[config.mk]
export PLATFORM = sky130hd
export DESIGN_NAME = mux_scan_ctrl
export DESIGN_NICKNAME = d
export VERILOG_FILES = /design/src/rtl/mux_scan_ctrl.sv
export SDC_FILE = /design/constraint.sdc
export NUM_CORES = 1
export LEC_CHECK = 0
export ABC_AREA = 1
export CELL_PAD_IN_SITES_DETAIL_PLACEMENT = 0
export CELL_PAD_IN_SITES_GLOBAL_PLACEMENT = 2
export CORE_MARGIN = 1
export CORE_UTILIZATION = 32
export DETAILED_ROUTE_END_ITERATION = 16
export PLACE_DENSITY = 0.8
export REMOVE_ABC_BUFFERS = 1
export SLEW_MARGIN = 20
export SYNTH_ARGS = -nofsm -noshare
export SYNTH_HDL_FRONTEND = slang
export SYNTH_SLANG_ARGS = --single-unit
[constraint.sdc]
create_clock -name clk -period 1.66 [get_ports clk]
set_input_delay 0.415 -clock clk [delete_from_list [all_inputs] [get_ports clk]]
set_output_delay 0.415 -clock clk [all_outputs]
set_load 0.03 [all_outputs]
[src/rtl/mux_scan_ctrl.sv]
// Scan controller for a dual 4:1 mux: walks channels 0..3, lets each settle
// for DWELL cycles, samples both mux outputs and publishes a packed byte.
module mux_scan_ctrl #(
    parameter int unsigned DWELL = 2
) (
    input  logic       clk,
    input  logic       rst,
    input  logic       start,
    input  logic       cont,
    input  logic       abort,
    output logic       A,
    output logic       B,
    output logic       G1_n,
    output logic       G2_n,
    input  logic       Y1,
    input  logic       Y2,
    output logic [7:0] data_out,
    output logic       busy,
    output logic       done
);

    typedef enum logic [1:0] {
        IDLE,
        SETTLE,
        SAMPLE,
        DONE
    } state_t;

    localparam logic [7:0] DWELL_M1 = 8'(DWELL - 1);

    state_t     state_q, state_d;
    logic [1:0] ch_q, ch_d;
    logic [7:0] cnt_q, cnt_d;
    logic [7:0] stage_q, stage_d;
    logic [7:0] data_q, data_d;
    logic       scan;

    always_ff @(posedge clk or posedge rst) begin
        if (rst) begin
            state_q <= IDLE;
            ch_q    <= 2'd0;
            cnt_q   <= 8'd0;
            stage_q <= 8'd0;
            data_q  <= 8'd0;
        end else begin
            state_q <= state_d;
            ch_q    <= ch_d;
            cnt_q   <= cnt_d;
            stage_q <= stage_d;
            data_q  <= data_d;
        end
    end

    always_comb begin
        state_d = state_q;
        ch_d    = ch_q;
        cnt_d   = cnt_q;
        stage_d = stage_q;
        data_d  = data_q;
        unique case (state_q)
            IDLE: begin
                if (start && !abort) begin
                    state_d = SETTLE;
                    ch_d    = 2'd0;
                    cnt_d   = DWELL_M1;
                    stage_d = 8'd0;
                end
            end
            SETTLE: begin
                if (abort) begin
                    state_d = IDLE;
                    ch_d    = 2'd0;
                    stage_d = 8'd0;
                end else if (cnt_q == 8'd0) begin
                    state_d = SAMPLE;
                end else begin
                    cnt_d = cnt_q - 8'd1;
                end
            end
            SAMPLE: begin
                if (abort) begin
                    state_d = IDLE;
                    ch_d    = 2'd0;
                    stage_d = 8'd0;
                end else begin
                    stage_d[{ch_q, 1'b0}] = Y1;
                    stage_d[{ch_q, 1'b1}] = Y2;
                    // Last channel goes straight to the output byte.
                    if (ch_q == 2'd3) begin
                        state_d = DONE;
                        ch_d    = 2'd0;
                        data_d  = {Y2, Y1, stage_q[5:0]};
                    end else begin
                        state_d = SETTLE;
                        ch_d    = ch_q + 2'd1;
                        cnt_d   = DWELL_M1;
                    end
                end
            end
            DONE: begin
                stage_d = 8'd0;
                ch_d    = 2'd0;
                if (cont && !abort) begin
                    state_d = SETTLE;
                    cnt_d   = DWELL_M1;
                end else begin
                    state_d = IDLE;
                end
            end
            default: state_d = IDLE;
        endcase
    end

    assign scan     = (state_q == SETTLE) || (state_q == SAMPLE);
    assign A        = scan & ch_q[0];
    assign B        = scan & ch_q[1];
    assign G1_n     = ~scan;
    assign G2_n     = ~scan;
    assign busy     = (state_q != IDLE);
    assign done     = (state_q == DONE);
    assign data_out = data_q;

endmodule

==> results.json <==
{
  "htree_levels": 1,
  "drive_gt1_share_pct": 22.1,
  "p_leak_nw": 0.969,
  "power_switching_mw": 1.21,
  "synth_edf_count": 0,
  "setup_viol": 0,
  "cp.arrival_ns": 1.22,
  "detail_route.drc_violations": 0,
  "period_minus_slack_ns": 1.63,
  "p_clk_share_pct": 18.8,
  "synth_common_cells": "43 x nand2_1, 26 x dfrtp_1, 22 x inv_1",
  "gr-total-overflow": 0,
  "grt_pass1_vias": 1220,
  "fin_skew_ns": 0.00459,
  "critPathMaxStageDelay_ns": 0.38,
  "die_w_um": 69.8,
  "synth-warning-count": 0,
  "drv_slew": 0,
  "grtUsageTotal_pct": 13.7,
  "synth_top_flop_cell": "dfrtp_1",
  "power.density_mw_per_mm2": 1500,
  "syn_avg_cell_area_um2": 8.42,
  "via_per_inst": 4.67,
  "drt_pass1_iterations": 4,
  "cts_buffers": 3,
  "synth_cell_types": 25,
  "syn_to_final_growth_pct": 27.6,
  "yosysTopAreaCellShare_pct": 44.2,
  "grt_pass1_wl_mm": 5.35,
  "place.gp.congestion": 0.727,
  "worstSetupStartpointType": "flop",
  "wirelength_mm": 3.07,
  "clkSlewWorstSetupHoldPaths_ns": 0.10,
  "yosysTopAreaCell": "dfrtp_1",
  "peakVddDrop_mv": 1.29,
  "min-delay-path-class": "reg -> reg",
  "pwr-share-comb_pct": 53.4,
  "vias": 1213,
  "synth_most_common_cell": "nand2_1",
  "final_nets": 227,
  "status": "finished, final reports clean",
  "coreArea_mm2": 0.00438,
  "cap_violations": 0,
  "fin_crit_sh_pct": 98.4,
  "n_fill_cell": 430,
  "path_common_cell": "inv_2",
  "wl_per_cell_um": 11.8,
  "port-buffer-count": 20,
  "die_h_um": 69.8,
  "root_buffer": "clkbuf_8",
  "cp_num_buf_inv": 3,
  "async_reset_ff_share_pct": 100,
  "final-hold-violation-count": 0,
  "cp-end-kind": "output pin",
  "fmax_mhz": 612,
  "crit_type": "reg -> out",
  "maxSlewHeadroom_pct": 77.6,
  "seqPwrFrac_pct": 27.8,
  "yosys-top-cells-area": "dfrtp_1 44%, nand2_1 11%, ha_1 9.3%",
  "post-dp-hpwl_mm": 2.28,
  "postLayoutCoreUtil_pct": 42.9,
  "ys_seq_elements": 26,
  "fin_setup_tns_ns": 0,
  "power_mw": 2.82,
  "synth-seq-area-share_pct": 44.2,
  "start_util_pct": 33.6,
  "rsz0062_at_grt": "true",
  "ant_nets": 0,
  "intPower_mw": 1.61,
  "layout_setup_ws_ns": 0.0264,
  "cts_sinks": 26,
  "syn_inst": 175,
  "io_pins": 21,
  "path_max_fanout": 3,
  "synthesis.area_mm2": 0.00147,
  "clkLatencyLatePin_ns": 0.27,
  "slowest_stage": "dfrtp_1",
  "cts_max_path_buffers": 2,
  "num_rows": 24,
  "r2r_setup_slack_ns": 0.11,
  "cp.required_ns": 1.24,
  "cp_top_family": "flip-flops",
  "tritoncts": "yes",
  "grt_max_degree": 27,
  "drt_iter0_markers": 65,
  "antenna_found_initial": 0,
  "dieArea_mm2": 0.00488,
  "antennaDiodeCount": 0,
  "switching_share_pct": 43.0,
  "cp_cell_sequence": "inv_2 > ha_4 > nand2_2 > inv_2 > buf_6",
  "worst_pin_slew_ns": 0.336,
  "dpl_worst_slack_ns": -0.150
}
[repair_timing]
action	CTS	global route
gates resized for setup	13	9
hold buffers	0	0
setup endpoints to repair	13	9
buffers inserted	3	1
pin swaps	0	1
[power by group through the flow]
stage / Clock, mW / Combinational, mW / Sequential, mW
4_1_cts: 0.542 / 1.48 / 0.780
3_5_place_dp: 0 / 1.37 / 0.795
2_1_floorplan: 0 / 1.01 / 0.777
3_3_place_gp: 0 / 1.35 / 0.789
6_report: 0.530 / 1.50 / 0.782
5_1_grt: 0.578 / 1.69 / 0.792
[area by class of cell]
type | count | area [um^2] | share of cell area, %
well taps | 52 | 65.1 | 3.46
clock inverters | 1 | 30.0 | 1.60
clock buffers | 3 | 41.3 | 2.20
inverters | 25 | 96.3 | 5.13
repair buffers | 31 | 265 | 14.1
multi-input cells | 122 | 731 | 38.9
flip-flops and latches | 26 | 651 | 34.6
[cells by family after synthesis]
group	Yosys count	synth area share [%]
flops	26	44.2
simple gates	82	26.3
buf+inv	27	7.56
xor+xnor	5	2.97
compound gates	22	8.16
mux	2	1.53
fa+ha+maj	11	9.35
[metal layers]
metal,vias up,wire [um],GRT usage (%)
met1,569,1490,17.7
met4,0,17,4.89
met3,2,102,2.18
met2,22,1470,23.1
met5,-,0,0
li1,620,-,-
[flip-flops by register name, summed over array words and instances, names as in the netlist]
name and flops:
state_q 2, ch_q 2, stage_q 6, data_out 8
cnt_q 8
[through the flow]
step / instances / hold WS, ns / cell area, um^2
after floorplan: 173 / 0.455 / 1460
after global placement: 252 / 0.465 / 1760
after detailed placement: 252 / 0.477 / 1760
after CTS: 259 / 0.496 / 1860
after global routing: 260 / 0.515 / 1880
final: 260 / 0.489 / 1880
[cell usage in the layout (no fill, tap or decap), drive strengths merged]
cell	synthesis	layout
nor2	16	16
clkbuf	0	3
nand2	49	49
dlygate4sd2	0	8
buf	2	17
a21oi	2	2
bufinv	0	1
xnor2	2	2
nand4	6	6
mux2	2	2
inv	25	25
clkdlybuf4s50	0	6
nand3	7	7
o21ai	19	19
xor2	3	3
nor3	3	3
ha	11	11
nand3b	1	1
dfrtp	26	26
o21bai	1	1
[worst paths after layout]
path / startpoint / end / depth (start not counted)
min in group asynchronous: rst / data_out[5] / 3
worst min register to register: data_out[1] / data_out[1] / 2
max in group asynchronous: rst / stage_q[4] / 3
worst min-delay path: data_out[1] / data_out[1] / 2
worst max-delay path: state_q[0] / B / 5
worst max register to register: state_q[0] / data_out[7] / 7
[tightest hold or removal path, stage by stage, from the launching register on]
cell     delay (ns)
dfrtp_1        0.35
nand2_1        0.05
o21ai_0        0.06
Power figures use the tool's default switching activity.
